===== config.mk =====
export PLATFORM = sky130hd
export DESIGN_NAME = sobel_frame_ctrl
export DESIGN_NICKNAME = d
export VERILOG_FILES = /design/src/rtl/sobel_frame_ctrl.sv
export SDC_FILE = /design/constraint.sdc
export NUM_CORES = 1
export LEC_CHECK = 0
export BUFFER_PORTS_ARGS = -buffer_cell sky130_fd_sc_hd__buf_4
export CORE_AREA = 2 2 172 174
export DETAILED_ROUTE_END_ITERATION = 8
export DIE_AREA = 0 0 174 176
export PLACE_DENSITY = 0.56
export SETUP_SLACK_MARGIN = 0.5
export SLEW_MARGIN = 0
export SYNTH_ARGS = -nofsm -noshare
export SYNTH_HDL_FRONTEND = slang
export SYNTH_SLANG_ARGS = --single-unit

===== constraint.sdc =====
create_clock -name clk -period 21.7 [get_ports clk]
set_input_delay 6.51 -clock clk [delete_from_list [all_inputs] [get_ports clk]]
set_output_delay 6.51 -clock clk [all_outputs]
set_load 0.05 [all_outputs]

===== src/rtl/sobel_frame_ctrl.sv =====
// Frame sequencer ahead of sobel_mod: pulls a raster of BGR pixels over valid/ready,
// feeds them to the filter with a one-cycle qualifier, and counts results until the frame drains.
module sobel_frame_ctrl #(
  parameter int unsigned MAX_W     = 1024,
  parameter int unsigned MAX_H     = 1024,
  parameter int unsigned DIM_W     = 11,
  parameter int unsigned DRAIN_TMO = 64
) (
  input  logic             clk,
  input  logic             rst,
  input  logic             start_i,
  input  logic             abort_i,
  input  logic [DIM_W-1:0] cfg_width_i,
  input  logic [DIM_W-1:0] cfg_height_i,
  input  logic             src_valid_i,
  output logic             src_ready_o,
  input  logic [7:0]       src_red_i,
  input  logic [7:0]       src_green_i,
  input  logic [7:0]       src_blue_i,
  output logic [7:0]       cam_red_o,
  output logic [7:0]       cam_green_o,
  output logic [7:0]       cam_blue_o,
  output logic             cam_done_o,
  input  logic             sobel_done_i,
  output logic [DIM_W-1:0] pix_x_o,
  output logic [DIM_W-1:0] pix_y_o,
  output logic             busy_o,
  output logic             frame_done_o,
  output logic             cfg_err_o,
  output logic             tmo_err_o
);

  localparam int unsigned CNT_W = 2 * DIM_W;
  localparam int unsigned TMO_W = $clog2(DRAIN_TMO + 1);

  typedef enum logic [1:0] {IDLE, RUN, DRAIN, DONE} state_t;

  state_t             state_q, state_d;
  logic [DIM_W-1:0]   width_q, height_q, x_q, y_q;
  logic [CNT_W-1:0]   target_q, res_q, res_d;
  logic [TMO_W-1:0]   idle_q, idle_inc;
  logic               geom_ok, start_ok, accept, last_pix, counting, res_hit, tmo_hit;

  assign geom_ok = (cfg_width_i != '0) && (cfg_width_i[1:0] == 2'b00) &&
                   (cfg_width_i <= DIM_W'(MAX_W)) &&
                   (cfg_height_i != '0) && (cfg_height_i <= DIM_W'(MAX_H));

  assign start_ok     = (state_q == IDLE) && start_i && !abort_i;
  // Ready drops during an abort so the source never sees a handshake that gets discarded.
  assign src_ready_o  = (state_q == RUN) && !abort_i;
  assign accept       = src_valid_i && src_ready_o;
  assign last_pix     = (x_q == width_q - DIM_W'(1)) && (y_q == height_q - DIM_W'(1));
  assign counting     = (state_q == RUN) || (state_q == DRAIN);
  assign busy_o       = counting;
  assign frame_done_o = (state_q == DONE);

  // Result count saturates at the target, so early extra strobes in RUN cannot overshoot.
  assign res_d    = (counting && sobel_done_i && (res_q != target_q)) ? res_q + CNT_W'(1) : res_q;
  assign res_hit  = (res_d == target_q);
  assign idle_inc = idle_q + TMO_W'(1);
  assign tmo_hit  = !sobel_done_i && (idle_inc == TMO_W'(DRAIN_TMO));

  always_comb begin
    state_d = state_q;
    if (abort_i) begin
      state_d = IDLE;
    end else begin
      unique case (state_q)
        IDLE:    if (start_i && geom_ok) state_d = RUN;
        RUN:     if (accept && last_pix) state_d = DRAIN;
        DRAIN:   if (res_hit || tmo_hit) state_d = DONE;
        DONE:    state_d = IDLE;
        default: state_d = IDLE;
      endcase
    end
  end

  always_ff @(posedge clk) begin
    if (rst) begin
      state_q     <= IDLE;
      width_q     <= '0;
      height_q    <= '0;
      x_q         <= '0;
      y_q         <= '0;
      target_q    <= '0;
      res_q       <= '0;
      idle_q      <= '0;
      cam_red_o   <= '0;
      cam_green_o <= '0;
      cam_blue_o  <= '0;
      cam_done_o  <= 1'b0;
      pix_x_o     <= '0;
      pix_y_o     <= '0;
      cfg_err_o   <= 1'b0;
      tmo_err_o   <= 1'b0;
    end else begin
      state_q    <= state_d;
      cam_done_o <= accept;

      if (accept) begin
        cam_red_o   <= src_red_i;
        cam_green_o <= src_green_i;
        cam_blue_o  <= src_blue_i;
        pix_x_o     <= x_q;
        pix_y_o     <= y_q;
        if (x_q == width_q - DIM_W'(1)) begin
          x_q <= '0;
          y_q <= y_q + DIM_W'(1);
        end else begin
          x_q <= x_q + DIM_W'(1);
        end
      end

      if (counting) res_q <= res_d;
      idle_q <= ((state_q == DRAIN) && !sobel_done_i) ? idle_inc : '0;

      if ((state_q == DRAIN) && !abort_i && tmo_hit && !res_hit) tmo_err_o <= 1'b1;

      if (start_ok) begin
        width_q   <= cfg_width_i;
        height_q  <= cfg_height_i;
        target_q  <= CNT_W'(cfg_width_i) * CNT_W'(cfg_height_i);
        x_q       <= '0;
        y_q       <= '0;
        res_q     <= '0;
        idle_q    <= '0;
        cfg_err_o <= !geom_ok;
        tmo_err_o <= 1'b0;
      end
    end
  end

endmodule


[After elaboration in Yosys (flattened, before gate mapping)]
Index checks and enable logic that the tools add are counted.
Word-level totals
  bits in registers: 146
  input port bits: 52
  output and inout port bits: 52
  word-level logic and storage cells: 76
Operators by class
  add/subtract/negate cells: 6
  multipliers: 1
  order comparisons: 2
  equal/unequal tests: 11
  muxes and demuxes: 6
  bitwise gates (word level): 1
  reduce and logical (&&, ||, !) cells: 33
Operators with widths (number)
  adder 11 x 1 -> 11 bit, second input constant: 2
  adder 22 x 1 -> 22 bit, second input constant: 1
  equality test 11 bit: 2
  equality test 22 bit: 1
  less-or-equal comparator 11 bit, second input constant: 2
  multiplier 11 x 11 -> 22 bit: 1
  two-way mux 22 bit: 1
  inequality test 22 bit: 1
  nonzero test 11 bit: 2
  subtractor 11 x 1 -> 11 bit, second input constant: 2
  logical AND 1 bit: 18
  two-way mux 11 bit: 1
  one-hot mux 2 bit (4 select lines): 1
  adder 7 x 1 -> 7 bit, second input constant: 1
  equality test 7 bit, second input constant: 1
  two-way mux 2 bit: 3
  inequality test 2 x 1 -> 1 bit, second input constant: 3
  equality test 2 bit, second input constant: 2
  logical NOT 1 bit: 4
  logical NOT 2 bit: 2
  OR reduction 2 bit: 2
  AND reduction 3 bit: 1
  OR reduction 3 bit: 1
  equality test 2 x 1 -> 1 bit, second input constant: 1
  3 further kinds: 4

[Depth between registers and ports, before layout]
Gate-level depths: netlist of the first run.
  depth after elaboration: 9
  depth in mapped cells: 23
  depth with buffers taken out: 22

[Worst setup path after synthesis of the first run]
OpenSTA, ideal clock, no wires.
  path type: in2out
  start point: in abort_i
  end point: out src_ready_o
  arrival time: 7.251 ns
  slack: 7.939 ns
  stages on the path: 1
  path buffers: 0
  path through: nor2b_1
Between the ends
  cells in the longest elaborated chain, start to end: 2
RTL lines
  start: declaration: RTL line 12  | input logic abort_i,
  logical NOT 1 bit: RTL line 50  | assign src_ready_o = (state_q == RUN) && !abort_i;
  logical AND 1 bit: RTL line 50
  end: declaration: RTL line 16  | output logic src_ready_o,
Every way passes these cells.

[Worst setup path after layout of the first run]
Same ends and word-level chain as after synthesis.

==> flow_summary.toml, run 1 <==
[run_status]
status = "completed"

[clocking]
cts_root_buf = "clkbuf_16"
cts_max_level = 4
cts_sinks = 146
clockBufferDepth = 2
clk_latency_ns = 0.43
cts_tree = "done"
cts_made_buffers = 17
path_clk_slew_ns = 0.07
cts-resized-gates = 0
cts_setup_buffers = 0
ctsHoldBuffers = 0

[critical_path]
crit_buf_inv = 2
crit_type = "in -> out"
cp_slowest_cell = "nor2b_1"
crit_top_cell = "buf_4"
crit_family = "buffers and inverters"
crit_path_start_kind = "input port"
arrival_ns = 7.30
cp_cell_sequence = "buf_4, nor2b_1, buf_4"
cp-end-kind = "output port"
cpPeakStageDelay_ns = 0.37
cp.required_ns = 15.19
cp_max_fo = 6

[final_layout]
drive_gt1_share_pct = 10.8
final_nets = 1671
fin_area_sq_um = 12900
final_cell_mix = "nand2_1 (282), dfxtp_1 (146), inv_1 (120)"
layout_commonest_cell = "nand2_1"
antennaDiodeCount = 0
syn_to_final_growth_pct = 14.0

[drt]
ant_nets = 0
routed_via_density = 5.12
wl_um = 28200
dr.pass1.iters = 5
drcViolationCount = 0
wire_per_inst_um = 15.1
via_count = 9552
dr.first_iter.drc_count = 543

[synthesis]
netlist_area_sq_um = 11300
ys_warn_count = 0
synth_fa_ha_area_share_pct = 22.0
synth_cell_types = 76
syn_inst = 1421
ys_seq_area_share_pct = 25.8
synth_edf_count = 0
synthFlopType = "dfxtp_1"
synth-async-reset-ratio_pct = 0
synth_top_family_by_area = "simple AND/OR/NAND/NOR gates"
synth-xor-area-share_pct = 8.05
ys_seq_elements = 146
synth_mux_area_share_pct = 0.177
synth_compound_area_share_pct = 11.0
syn_avg_cell_area_sq_um = 7.96
synth_nets = 1624
yosys.area_share.simple_pct = 26.0

[placed_design]
place.gp.congestion = 0.859
placed_cell_area_sq_um = 12300
post-dp-hpwl_um = 20500
io_buffers = 103

[floorplanning]
design.die.area_sq_um = 30600
initial_utilization_pct = 39.6
rows = 62
ioPinCount = 104
die_x_um = 174
die_h_um = 176
core_sq_um = 28500

[power_and_ir_drop]
p_total_uw = 1120
power.leakage_uw = 0.00545
ir_worst_vdd_uv = 55.9
power_density_nw_per_um2 = 86.7

[flow_run]
maxCapViolCount = 0

[grt]
grt_pass1_vias = 9332
antenna_found_initial = 1
grt_max_degree = 97
grt_util_all_layers_pct = 19.0
grt_remaining_overflow = 0
grt_pass1_wl_um = 47800

[timing]
setup_viol = 0
fin_tns_setup_ns = 0
finalHoldViolations = 0
finalClockSkew_ns = 0.0128
period_share_pct = 63.7
drv_slew = 0
fmax_ghz = 0.0724
fin_crit_ns = 13.81
slew_headroom_pct = 27.5
rsz0062_at_grt = "false"
tightest_slew_ns = 1.09

[hold_path]
min_path_type = "reg -> reg"
==> cell type report <==
type,instances,area (sq um)
clock buffer,17,425
clock inverter,15,193
fill,2957,15700
inverter,120,450
multi-input combinational,1074,7600
sequential,146,2920
tap,384,480
timing repair buffer,109,818
==> report_power, final <==
group,internal [uW],switching (uW)
Combinational,223,294
Sequential,280,14.2
Clock,166,140
Total,669,448
==> worst paths after layout <==
| check | startpoint | end | slack (ns) | cells after the start |
|---|---|---|---|---|
| max | abort_i | src_ready_o | 7.89 | 3 |
| min | pix_x_o[2] | pix_x_o[2] | 0.45 | 2 |
| max reg2reg | state_q[0] | state_q[0] | 17.69 | 12 |
| min reg2reg | pix_x_o[2] | pix_x_o[2] | 0.45 | 2 |
==> worst reg2reg max path: cells and delay by family, from the launching register on <==
kind,cells,cell delay [ns]
AO/OA/AOI/OAI,6,1.48
adder cells (fa/ha/maj),1,0.40
AND/OR/NAND/NOR,4,1.54
buffers and inverters,1,0.10
flip-flops,1,0.38
==> registers in the layout (all words and copies together) (netlist names), 2 cells and up <==
name         cells
width_q         11
cam_blue_o       8
y_q             11
cam_green_o      8
cam_red_o        8
x_q             11
target_q        22
pix_y_o         11
pix_x_o         11
state_q          2
height_q        11
res_q           22
idle_q           7
==> cell usage after synthesis, drive strengths merged, types with 9 or more instances <==
master  number  area (sq um)
nor2       105           394
a21oi      111           556
nand3       28           145
ha          71           888
xnor2       53           464
dfxtp      146          2920
nor3        12          71.3
nor4        15           100
clkbuf      68           256
or2          9          56.3
buf         13          81.3
nand2      282          1060
nand2b      15          93.8
nand3b       9          67.6
xor2        51           447
and2        72           450
fa          80          1600
o21ai       20           100
nand4       17           113
inv        120           450
==> layer usage <==
layer,vias to the layer above,track usage (%),part of all wire (%),wire (um)
li1,4746,-,-,-
met1,4610,27.5,50,14100
met2,175,30.1,45,12600
met3,21,2.80,4.4,1240
met4,0,4.03,0.87,245
met5,-,0,0,0
==> through the flow <==
step,hold slack (ns),util [%],std cells,setup WS [ns]
after floorplan,0.442,-,1421,7.94
after global placement,0.443,43.0,1833,7.89
after detailed placement,0.448,43.0,1833,7.89
after CTS,0.458,45.2,1865,7.88
after global routing,0.474,45.2,1865,7.87
final,0.454,45.2,1865,7.89
==> cells by family after synthesis <==
group,Yosys count
xor+xnor,104
mux,2
flops,146
compound gates,202
fa+ha+maj,151
buf+inv,201
simple gates,615
(Power assumes the default switching activity.)
==> run 2, diff against run 1 <==
Settings changed: ABC_AREA from default to 1, CORE_AREA 2 2 172 174 to 2 2 171 173, DIE_AREA 0 0 174 176 to 0 0 173 175.
Clock period 21.7 ns to 14.3 ns, I/O delays scaled along.
==> flow_summary.toml, run 2 <==
[run_status]
status = "completed"

[drt]
dr.first_iter.drc_count = 581
drcViolationCount = 0
dr.pass1.iters = 7
routed_via_density = 4.79
wl_um = 28800
via_count = 9824
wire_per_inst_um = 14.0
ant_nets = 0

[synthesis]
synthFlopType = "dfxtp_1"
syn_avg_cell_area_sq_um = 7.10
ys_seq_area_share_pct = 26.0
netlist_area_sq_um = 11200
synth-async-reset-ratio_pct = 0
synth_cell_types = 48
synth_most_common_cell = "nand2_1"
yosysTopAreaCell = "dfxtp_1"
synth_commonest_cells = "nand2_1 (402), inv_1 (297), dfxtp_1 (146)"
synth_top_cell_area_share_pct = 26.0
ys_seq_elements = 146
synth_edf_count = 0
syn_inst = 1581
synth_nets = 1784
synthTopCellsByArea = "dfxtp_1 (26%), fa_1 (14%), nand2_1 (13%)"
ys_warn_count = 0

[grt]
grt_pass1_wl_um = 47400
grt_util_all_layers_pct = 19.3
grt_remaining_overflow = 0
antenna_found_initial = 0
grt_max_degree = 56
grt_pass1_vias = 9254

[critical_path]
cp_max_fo = 4
cp-startpoint = "abort_i"
rr_worst_depth = 19
cp-endpoint = "src_ready_o"
cp-end-kind = "output port"
timing.rr.start = "state_q[0]"
r2r_setup_slack_ns = 11.26
r2r_end = "state_q[0]"
cp.required_ns = 10.01
crit_type = "in -> out"
arrival_ns = 4.79
crit_path_start_kind = "input port"

[floorplanning]
initial_utilization_pct = 39.5
ioPinCount = 104
rows = 62
design.die.area_sq_um = 30300
core_sq_um = 28400
die_x_um = 173
die_h_um = 175

[power_and_ir_drop]
power.leakage_uw = 0.00658
power_density_nw_per_um2 = 129
ir_worst_vdd_uv = 104
p_total_uw = 1670

[timing]
drv_slew = 0
finalClockSkew_ns = 0.0148
period_share_pct = 63.5
slew_headroom_pct = 52.3
whs_ns = 0.466
finalHoldViolations = 0
rsz0062_at_grt = "false"
tightest_slew_ns = 0.713
fin_crit_ns = 9.08
fmax_ghz = 0.110
fin_tns_setup_ns = 0
setup_viol = 0

[placed_design]
placed_cell_area_sq_um = 12300
post-dp-hpwl_um = 22200
io_buffers = 103
place.gp.congestion = 0.858
dp.cells = 2021

[clocking]
cts_made_buffers = 17
cts_max_level = 4
cts_setup_buffers = 0
path_clk_slew_ns = 0.08
cts_sinks = 146
cts_tree = "done"
cts-resized-gates = 0
ctsHoldBuffers = 0
clk_latency_ns = 0.42
clockBufferDepth = 2
cts_root_buf = "clkbuf_16"

[final_layout]
antennaDiodeCount = 0
top_regs = "res_q: 22 flops, target_q: 22 flops"
final_nets = 1859
instances_no_fill = 2053
fin_area_sq_um = 12900
syn_to_final_growth_pct = 15.1
layout_commonest_cell = "nand2_1"
drive_gt1_share_pct = 10.5
final_cell_mix = "nand2_1 (402), inv_1 (297), dfxtp_1 (146)"

[hold_path]
min_path_type = "reg -> reg"

[flow_run]
maxCapViolCount = 0
[run 2: final cells by class]
class | count | area, sq um
inverter | 310 | 1160
timing repair buffer | 111 | 833
clock buffer | 17 | 425
sequential | 146 | 2920
fill | 3017 | 15500
multi-input combinational | 1070 | 6910
clock inverter | 15 | 185
tap | 384 | 480
[run 2: worst min path at each step]
| stage | start | endpoint | cells after the start |
|---|---|---|---|
| 6_report | cam_red_o[5] | cam_red_o[5] | 2 |
| 5_1_grt | pix_x_o[1] | pix_x_o[1] | 2 |
| 4_1_cts | cam_red_o[4] | cam_red_o[4] | 2 |
| 3_5_place_dp | cam_red_o[4] | cam_red_o[4] | 2 |
| 3_3_place_gp | cam_green_o[1] | cam_green_o[1] | 2 |
| 2_1_floorplan | idle_q[0] | idle_q[0] | 1 |
[run 2: cell families (layout without fill, tap and decap cells)]
kind of cell               Yosys count  in the layout  synth area share, %
and+or+nand+nor                    644            644                 24.0
xor gates and xnor gates            76             76                 5.93
adders and majority gates          151            151                 22.2
buffers and inverters              365            453                 12.4
AOI/OAI and AO/OA                  199            199                 9.46
DFF                                146            146                 26.0
[run 2: critical path, cell delays in order]
cell and delay (ns):
buf_4 0.14, nor2_1 0.14, buf_4 0.22
[run 2: per-layer routing]
layer	vias to the layer above	track usage (%)	part of all wire (%)
met1	4602	27.5	49
li1	4991	-	-
met4	0	4.41	1.1
met3	23	3.42	4.7
met2	208	30.5	45
met5	-	0	0
[run 2: power breakdown]
part / internal, uW / switching [uW] / total [uW]
combinational: 309 / 470 / 778
sequential: 426 / 13.2 / 439
clock: 237 / 212 / 449
total: 971 / 694 / 1670
[run 2: metrics by stage]
stage | setup slack [ns] | utilization [%]
2_1_floorplan | 5.04 | -
4_1_cts | 5.22 | 45.5
3_3_place_gp | 4.98 | 43.4
5_1_grt | 4.90 | 45.5
3_5_place_dp | 4.91 | 43.4
6_report | 5.22 | 45.5
